--- config.mk ---
export PLATFORM = sky130hd
export DESIGN_NAME = cpu_bus_initiator
export DESIGN_NICKNAME = d
export VERILOG_FILES = /design/src/rtl/cpu_bus_initiator.sv
export SDC_FILE = /design/constraint.sdc
export NUM_CORES = 1
export LEC_CHECK = 0
export ABC_AREA = 1
export CAP_MARGIN = 40
export CORE_ASPECT_RATIO = 2
export CORE_MARGIN = 5
export CORE_UTILIZATION = 40
export DETAILED_ROUTE_END_ITERATION = 10
export GPL_ROUTABILITY_DRIVEN = 0
export HOLD_SLACK_MARGIN = 0.08
export PLACE_DENSITY = 0.7
export SYNTH_ARGS = -nofsm -noshare
export SYNTH_HDL_FRONTEND = slang
export SYNTH_SLANG_ARGS = --single-unit
--- constraint.sdc ---
create_clock -name CLK80 -period 2.8 [get_ports CLK80]
set_input_delay 0.56 -clock CLK80 [delete_from_list [all_inputs] [get_ports CLK80]]
set_output_delay 0.56 -clock CLK80 [all_outputs]
set_load 0.005 [all_outputs]
--- src/rtl/cpu_bus_initiator.sv ---
// cpu_bus_initiator: local-bus master that runs MC68040-style single and
// line transfers on behalf of an internal requester. Line transfers that the
// responder burst-inhibits on the first beat are completed as three further
// single longword cycles at the wrapped line addresses.
module cpu_bus_initiator #(
   parameter logic [7:0] TIMEOUT_SLOTS = 8'd255,
   parameter logic [1:0] TT_CODE       = 2'b00
) (
   input  logic         CLK80,
   input  logic         RESET,
   input  logic         CLK40,
   // requester side
   input  logic         REQ,
   input  logic [31:0]  REQ_ADDR,
   input  logic         REQ_RW,
   input  logic [1:0]   REQ_SIZ,
   input  logic [127:0] REQ_WDATA,
   output logic         READY,
   output logic         DONE,
   output logic         ERR,
   output logic         TIMEOUT,
   output logic         CI,
   output logic [127:0] RDATA,
   // bus side
   output logic         TSn,
   output logic         TIPn,
   output logic [31:0]  A,
   output logic         RWn,
   output logic [1:0]   SIZ,
   output logic [1:0]   TT,
   output logic         BUS_OE,
   input  logic [31:0]  D_IN,
   output logic [31:0]  D_OUT,
   output logic         D_OE,
   input  logic         TACKn,
   input  logic         TBIn,
   input  logic         TCIn,
   input  logic         TEAn
);

   typedef enum logic [2:0] {
      S_IDLE,
      S_START,
      S_WAIT,
      S_REISSUE,
      S_FINISH
   } state_t;

   state_t         r_state;
   logic           r_ready;
   logic           r_done;
   logic           r_err;
   logic           r_timeout;
   logic           r_ci;
   logic           r_tsn;
   logic           r_tipn;
   logic [31:0]    r_a;
   logic           r_rwn;
   logic [1:0]     r_siz;
   logic [1:0]     r_tt;
   logic           r_bus_oe;
   logic [31:0]    r_dout;
   logic           r_d_oe;
   logic [1:0]     r_beat;
   logic [7:0]     r_tmo_cnt;
   logic [31:0]    r_addr;
   logic [127:0]   r_wdata;
   logic           r_line;
   logic           r_reissue;
   logic [31:0]    r_rbeat [4];

   logic [31:0]    w_wbeat [4];
   logic           w_tea;
   logic           w_tack;
   logic           w_tmo_hit;
   logic           w_last_beat;
   logic           w_go_finish;
   logic           w_go_reissue;
   logic           w_go_next_reissue;
   logic           w_advance;
   logic [1:0]     w_beat_next;
   logic [1:0]     w_wrap_idx;
   logic [31:0]    w_wrap_a;

   // split the latched write line and the read beat registers into lanes
   genvar gi;
   generate
      for (gi = 0; gi < 4; gi++) begin : g_lane
         assign w_wbeat[gi]           = r_wdata[gi*32 +: 32];
         assign RDATA[gi*32 +: 32]    = r_rbeat[gi];
      end
   endgenerate

   assign READY   = r_ready;
   assign DONE    = r_done;
   assign ERR     = r_err;
   assign TIMEOUT = r_timeout;
   assign CI      = r_ci;
   assign TSn     = r_tsn;
   assign TIPn    = r_tipn;
   assign A       = r_a;
   assign RWn     = r_rwn;
   assign SIZ     = r_siz;
   assign TT      = r_tt;
   assign BUS_OE  = r_bus_oe;
   assign D_OUT   = r_dout;
   assign D_OE    = r_d_oe;

   // decode the termination inputs seen in a WAIT slot into the next action
   always_comb begin
      w_tea             = ~TEAn;
      w_tack            = TEAn & ~TACKn;
      w_tmo_hit         = TEAn & TACKn & ((r_tmo_cnt + 8'd1) == TIMEOUT_SLOTS);
      w_last_beat       = (r_beat == 2'd3);
      w_beat_next       = r_beat + 2'd1;
      // burst-inhibit only matters on the first beat of a real line burst
      w_go_reissue      = w_tack & r_line & ~r_reissue & (r_beat == 2'd0) & ~TBIn;
      w_go_finish       = w_tea | w_tmo_hit | (w_tack & (~r_line | w_last_beat));
      w_go_next_reissue = w_tack & r_line & r_reissue & ~w_last_beat;
      w_advance         = w_tack & r_line & ~r_reissue & ~w_last_beat & ~w_go_reissue;
      // reissued beats walk the line with wrap inside the 16-byte block
      w_wrap_idx        = r_addr[3:2] + r_beat;
      w_wrap_a          = {r_addr[31:4], w_wrap_idx, r_addr[1:0]};
   end

   // bus-cycle state machine; everything except the DONE pulse moves only in slots
   always_ff @(posedge CLK80) begin
      if (RESET) begin
         r_state   <= S_IDLE;
         r_ready   <= 1'b1;
         r_done    <= 1'b0;
         r_err     <= 1'b0;
         r_timeout <= 1'b0;
         r_ci      <= 1'b0;
         r_tsn     <= 1'b1;
         r_tipn    <= 1'b1;
         r_a       <= '0;
         r_rwn     <= 1'b1;
         r_siz     <= 2'b00;
         r_tt      <= TT_CODE;
         r_bus_oe  <= 1'b0;
         r_dout    <= '0;
         r_d_oe    <= 1'b0;
         r_beat    <= '0;
         r_tmo_cnt <= '0;
         r_addr    <= '0;
         r_wdata   <= '0;
         r_line    <= 1'b0;
         r_reissue <= 1'b0;
         for (int i = 0; i < 4; i++) begin
            r_rbeat[i] <= '0;
         end
      end else begin
         // DONE lasts a single CLK80 edge; the following edge is never a slot
         r_done <= 1'b0;
         if (CLK40) begin
            case (r_state)
               S_IDLE: begin
                  if (REQ) begin
                     r_addr    <= REQ_ADDR;
                     r_wdata   <= REQ_WDATA;
                     r_line    <= (REQ_SIZ == 2'b11);
                     r_reissue <= 1'b0;
                     r_ready   <= 1'b0;
                     r_err     <= 1'b0;
                     r_timeout <= 1'b0;
                     r_ci      <= 1'b0;
                     r_beat    <= '0;
                     r_tmo_cnt <= '0;
                     for (int i = 0; i < 4; i++) begin
                        r_rbeat[i] <= '0;
                     end
                     r_tsn     <= 1'b0;
                     r_tipn    <= 1'b0;
                     r_bus_oe  <= 1'b1;
                     r_a       <= REQ_ADDR;
                     r_rwn     <= REQ_RW;
                     r_siz     <= REQ_SIZ;
                     r_tt      <= TT_CODE;
                     r_d_oe    <= ~REQ_RW;
                     r_dout    <= REQ_WDATA[31:0];
                     r_state   <= S_START;
                  end
               end

               S_START: begin
                  // terminations seen while TSn is low are not sampled here
                  r_tsn     <= 1'b1;
                  r_tmo_cnt <= '0;
                  r_state   <= S_WAIT;
               end

               S_WAIT: begin
                  if (w_tack) begin
                     r_tmo_cnt <= '0;
                     if (r_rwn) begin
                        r_rbeat[r_beat] <= D_IN;
                     end
                     if (!TCIn) begin
                        r_ci <= 1'b1;
                     end
                  end else if (!w_tea) begin
                     r_tmo_cnt <= r_tmo_cnt + 8'd1;
                  end

                  if (w_go_finish) begin
                     r_state   <= S_FINISH;
                     r_done    <= 1'b1;
                     r_err     <= w_tea | w_tmo_hit;
                     r_timeout <= w_tmo_hit;
                     r_tipn    <= 1'b1;
                     r_bus_oe  <= 1'b0;
                     r_d_oe    <= 1'b0;
                  end else if (w_go_reissue || w_go_next_reissue) begin
                     // one quiet slot before the next single longword cycle
                     r_state   <= S_REISSUE;
                     r_tipn    <= 1'b1;
                     r_beat    <= w_beat_next;
                     r_reissue <= 1'b1;
                  end else if (w_advance) begin
                     r_beat    <= w_beat_next;
                     r_dout    <= w_wbeat[w_beat_next];
                  end
               end

               S_REISSUE: begin
                  r_tsn   <= 1'b0;
                  r_tipn  <= 1'b0;
                  r_a     <= w_wrap_a;
                  r_siz   <= 2'b00;
                  r_dout  <= w_wbeat[r_beat];
                  r_state <= S_START;
               end

               S_FINISH: begin
                  r_ready <= 1'b1;
                  r_state <= S_IDLE;
               end

               default: begin
                  r_state <= S_IDLE;
               end
            endcase
         end
      end
   end

endmodule
# Yosys cells after proc, flatten, opt, wreduce, memory -nomap -nowiden
# Memory sizes are Yosys's and may differ from the RTL's.
# Index checks and enable logic that the tools add are counted.
[totals]
ram_bits = 128
out_inout_bits = 206
latchBits = 0
word_cells = 167
mem_bits_ro = 0
memories = 1
ff_bits = 251
[mem_list]
columns = ["memory", "depth", "width", "read_ports", "rd_ports_with_merged_regs", "write_ports", "line", "rtl"]
rows = [
  ["r_rbeat", 4, 32, 4, 0, 4, "70", "logic [31:0] r_rbeat [4];"],
]
[op_classes]
n_mux = 69
reduce_logical = 23
n_bitwise = 31
div = 0
n_lt_le_gt_ge = 2
shift = 0
n_eq_ne = 18
n_mul = 0
n_addsub = 3
[op_table]
columns = ["cell", "count"]
rows = [
  ["32-bit 2-to-1 mux", 14],
  ["32-bit binary-select mux with 2-bit select", 2],
  ["32-bit one-hot mux with 3 select lines", 1],
  ["32-bit one-hot mux with 2 select lines", 1],
  ["32-bit OR reduction", 1],
  ["1-bit 2-to-1 mux", 26],
  ["8-bit 2-to-1 mux", 3],
  ["8-bit one-hot mux with 3 select lines", 1],
  ["2-bit != test (second input constant)", 8],
  ["3-bit AND reduction", 5],
  ["5-bit AND reduction", 3],
  ["1-bit one-hot mux with 2 select lines", 7],
  ["1-bit bitwise AND", 12],
  ["2-bit 2-to-1 mux", 6],
  ["3-bit one-hot mux with 4 select lines", 1],
  ["4-bit AND reduction", 3],
  ["1-bit inverter", 10],
  ["3-bit 2-to-1 mux", 3],
  ["3-bit != test (second input constant)", 3],
  ["3-bit nonzero test", 3],
  ["8-bit by 1-bit adder with 8-bit output (second input constant)", 1],
  ["8-bit equality test (second input constant)", 1],
  ["2-bit one-hot mux with 2 select lines", 2],
  ["1-bit OR", 7],
  ["15 further kinds", 22],
]

# Longest topological paths before layout
[depth]
word_depth = 12
depth_mapped = 14

# Least setup slack after synthesis
# Ideal clock, no wire load.
[synth_timing]
path_type = "flip-flop to flip-flop"
from = "register r_beat[0]"
to = "memory r_rbeat[0][0] (enable)"
stages_incl_launch_ff = 9
period_less_slack_ps = 2873
path_buffers = 4
arrival_ps = 2395
setup_slack_ps = -73
cell_sequence = "dfxtp_1 -> clkbuf_1 -> inv_1 -> clkbuf_1 -> clkbuf_1 -> ha_1 -> nand2_1 -> clkbuf_1 -> nand2_1"
[synth_rtl]
columns = ["item", "line", "rtl"]
rows = [
  ["start: declaration", "64", "logic [1:0] r_beat;"],
  ["start signal: assignment", "218", "r_beat <= w_beat_next;"],
  ["start signal: assignment", "221", "r_beat <= w_beat_next;"],
  ["end: declaration", "70", ""],
]

# Worst setup path in the final report
[layout_timing]
from = "register r_state[1]"
to = "register r_dout[13], in the netlist D_OUT[13]"
[layout_between]
elab_chain_len = 3
[layout_lines]
columns = ["item", "line", "rtl"]
rows = [
  ["start: declaration", "49", "state_t r_state;"],
  ["start signal: assignment", "129", "r_state <= S_IDLE;"],
  ["start signal: assignment", "182", "r_state <= S_START;"],
  ["start signal: assignment", "190", "r_state <= S_WAIT;"],
  ["3-bit by 2-bit equality test with 1-bit output / 3-bit zero test (equally long branches)", "157", "case (r_state)"],
  ["2-bit != test (no line) / 3-bit nonzero test (equally long branches)", "n/a", ""],
  ["6-bit AND reduction (no line)", "n/a", ""],
  ["end signal: assignment", "181", "r_dout <= REQ_WDATA[31:0];"],
  ["end signal: assignment", "222", "r_dout <= w_wbeat[w_beat_next];"],
  ["end signal: assignment", "231", "r_dout <= w_wbeat[r_beat];"],
  ["end: declaration", "62", "logic [31:0] r_dout;"],
]
# Several ways; a longest one is shown, not always the timed one.
# A chain may end at the register's enable or synchronous reset.

==> flow_summary.toml <==
[floorplan]
die_x_um = 152
pin_count = 409
core-area_sq_um = 40100
start_util = 0.403
num_rows = 104
fp.dieH_um = 294
die-area_sq_um = 44800

[logic_synthesis]
ys.flop_type = "dfxtp_1"
syn_area_sq_um = 16200
synth_edf_count = 128
synthCells = 1974
synth_common_cells = "nand2_1 (366), a21oi_1 (351), dfxtp_1 (251)"
postSynthAreaPerCell_sq_um = 8.19
yosys_warnings = 0
async_flop_share = 0
synth_top_area_frac = 0.311
seq_area_frac_synth = 0.548
yosysMostFrequentCell = "nand2_1"
synth_area_leaders = "dfxtp_1 (31%), edfxtp_1 (24%), a21oi_1 (11%)"
ys_types = 36
synth_seq_cells = 379
synth_area_leader_cell = "dfxtp_1"

[cells_and_area]
area_delta_synth_final_pct = 35.1
fillCellCount = 3744
nets = 2521
drive_above_1_share = 0.0510

[pwr]
p_sw_frac = 0.274
vdd_ir_drop_max_mv = 0.568
clkPwrFrac = 0.347
power_density_nw_per_um2 = 618
pwr-share-comb = 0.183
power.leakage_nw = 8.24
p_sw_mw = 3.69
p_int_mw = 9.81
seqPwrFrac = 0.470

[detailed_routing]
drt_pass1_iterations = 6
drt_first_iter_violations = 1239
postRouteAntennaNets = 0
wl_um = 55000
routed-via-count = 15505
drc_errors = 0
wl_per_cell_um = 19.1
vias_per_cell = 5.39

[global_route]
grt_pass1_wl_um = 84400
grt_antenna_before_repair = 7
gr-total-overflow = 0
grtUsageTotal = 0.234
grt_max_degree = 121
grt_pass1_vias = 15189

[critical_path]
crit_chain = "inv_2 > nand2_2 > nor2_2 > inv_2 > or2_1 > nand2_2 > inv_2 > buf_4 > nand3_2 > buf_12 > o21bai_1 > a21oi_1"
critPathMaxStageDelay_ps = 380
cp.arrival_ps = 2700
cp_slowest_cell = "dfxtp_1"
criticalPathCategory = "reg -> reg"
crit_family = "buffers and inverters"
required_ps = 3170
crit_buf_inv = 5
startpoint_type = "register"
endpoint_kind = "register"
path_max_fanout = 47
cpMostUsedCell = "inv_2"

[timing]
fin_ws_ps = 469
clock.fmax_ghz = 0.429
setup_violations = 0
worstMarginPinSlew_ps = 889
post-route-period-util = 0.833
finClkSkew_ps = 17.4
hold_slack_ps = 451
finalHoldViolations = 0
drv_slew = 0
relSlewSlack = 0.407
finalSetupTns_ps = 0
min_period_ps = 2330
rsz0062_at_grt = "no"

[outcome]
status = "complete, no violations"

[clock_network]
cts.root.buffer_cell = "clkbuf_16"
clk_path_buf_depth = 3
clk_pin_slew_ps = 70
clk_latency_ps = 530
cts_sinks = 379
htreeDepth = 2
cts_tree = "built"
cts_resized = 0
cts-buffers-inserted = 34
holdBufCountCts = 0
cts_post_setup_buffers_inserted = 0

[placement]
dpl_worst_slack_ps = 313
hpwlAfterDp_um = 38200
io_buffers = 406

[worst_hold_path]
hp-class = "reg -> reg"

[flow_run]
drv_cap = 0
sequential cells by signal (all words and copies together) (netlist names), 2 cells and up:
signal     flops
r_addr        32
r_beat         2
D_OUT         32
r_state        3
A             32
r_tmo_cnt      8
SIZ            2
r_wdata      128
r_rbeat      128
per-layer routing:
layer | share of wire | GRT usage | routed length [um] | vias to the layer above
met4 | 0.064 | 0.147 | 3520 | 0
met2 | 0.51 | 0.411 | 27900 | 778
met1 | 0.36 | 0.262 | 19600 | 7200
li1 | - | - | - | 7349
met3 | 0.073 | 0.0425 | 3990 | 178
met5 | 0 | 0 | 0 | -
metrics by stage:
stage / cells / instance area (sq um) / total power, mW / utilization
5_1_grt: 2870 / 21800 / 14.1 / 0.545
3_3_place_gp: 2805 / 20700 / 8.86 / 0.517
6_report: 2874 / 21800 / 13.5 / 0.545
3_5_place_dp: 2805 / 20700 / 8.93 / 0.517
2_1_floorplan: 1975 / 16200 / 7.62 / -
4_1_cts: 2865 / 21800 / 13.6 / 0.545
cells in the final DEF (no fill, tap or decap), types with 3 or more instances in the layout:
master	instances
clkdlybuf4s50_1	405
nand2_1	362
dfxtp_1	249
edfxtp_1	128
a31oi_1	48
clkbuf_8	4
nand3b_1	4
inv_2	7
nand4_1	4
nand3_1	15
inv_6	4
nor2_1	149
o21bai_1	10
a22o_1	4
nand2_2	6
o21ai_1	29
buf_4	33
clkbuf_16	34
nor3_1	37
clkinv_2	3
inv_1	140
diode_2	9
clkbuf_1	7
o211ai_1	13
buf_12	10
o21ai_0	242
a21oi_1	351
clkinv_1	3
ha_1	6
worst register-to-register path, cell delays in order, from the launching register on:
cell	delay, ps
dfxtp_1	380
inv_2	110
nand2_2	70
nor2_2	230
inv_2	110
or2_1	230
nand2_2	100
inv_2	80
buf_4	230
nand3_2	120
buf_12	250
o21bai_1	190
a21oi_1	70
layout make-up:
class / count / area [sq um] / area share
sequential: 379 / 8870 / 0.406
clock buffer: 45 / 932 / 0.0427
clock inverter: 15 / 159 / 0.00727
tap: 530 / 663 / 0.0304
antenna: 9 / 22.5 / 0.00103
inverter: 150 / 568 / 0.0260
timing repair buffer: 448 / 4500 / 0.206
multi-input combinational: 1298 / 6130 / 0.280
logic make-up (layout without fill, tap and decap cells):
| kind of cell | after synthesis | in the layout | synth area share |
|---|---|---|---|
| buffers and inverters | 298 | 658 | 0.0752 |
| other | 1 | 11 | 0.000232 |
| DFF | 379 | 379 | 0.548 |
| and+or+nand+nor | 585 | 585 | 0.143 |
| xor gates and xnor gates | 3 | 3 | 0.00163 |
| AOI/OAI and AO/OA | 701 | 701 | 0.226 |
| adders and majority gates | 7 | 7 | 0.00542 |
path summary, 6_finish.rpt:
check / to / depth (start not counted) / start / slack (ps)
setup / recovery: D_OUT[13] / 12 / r_state[1] / 470
hold / removal: D_OUT[22] / 2 / D_OUT[22] / 450
setup reg to reg: D_OUT[13] / 12 / r_state[1] / 470
hold reg to reg: D_OUT[22] / 2 / D_OUT[22] / 450
power by group through the flow:
stage / Clock (mW) / Combinational [mW] / Sequential, mW
2_1_floorplan: 0 / 1.19 / 6.44
3_3_place_gp: 0 / 2.40 / 6.45
3_5_place_dp: 0 / 2.47 / 6.46
4_1_cts: 4.78 / 2.48 / 6.34
5_1_grt: 4.99 / 2.70 / 6.38
6_report: 4.69 / 2.47 / 6.34
Power figures use the tool's default switching activity.
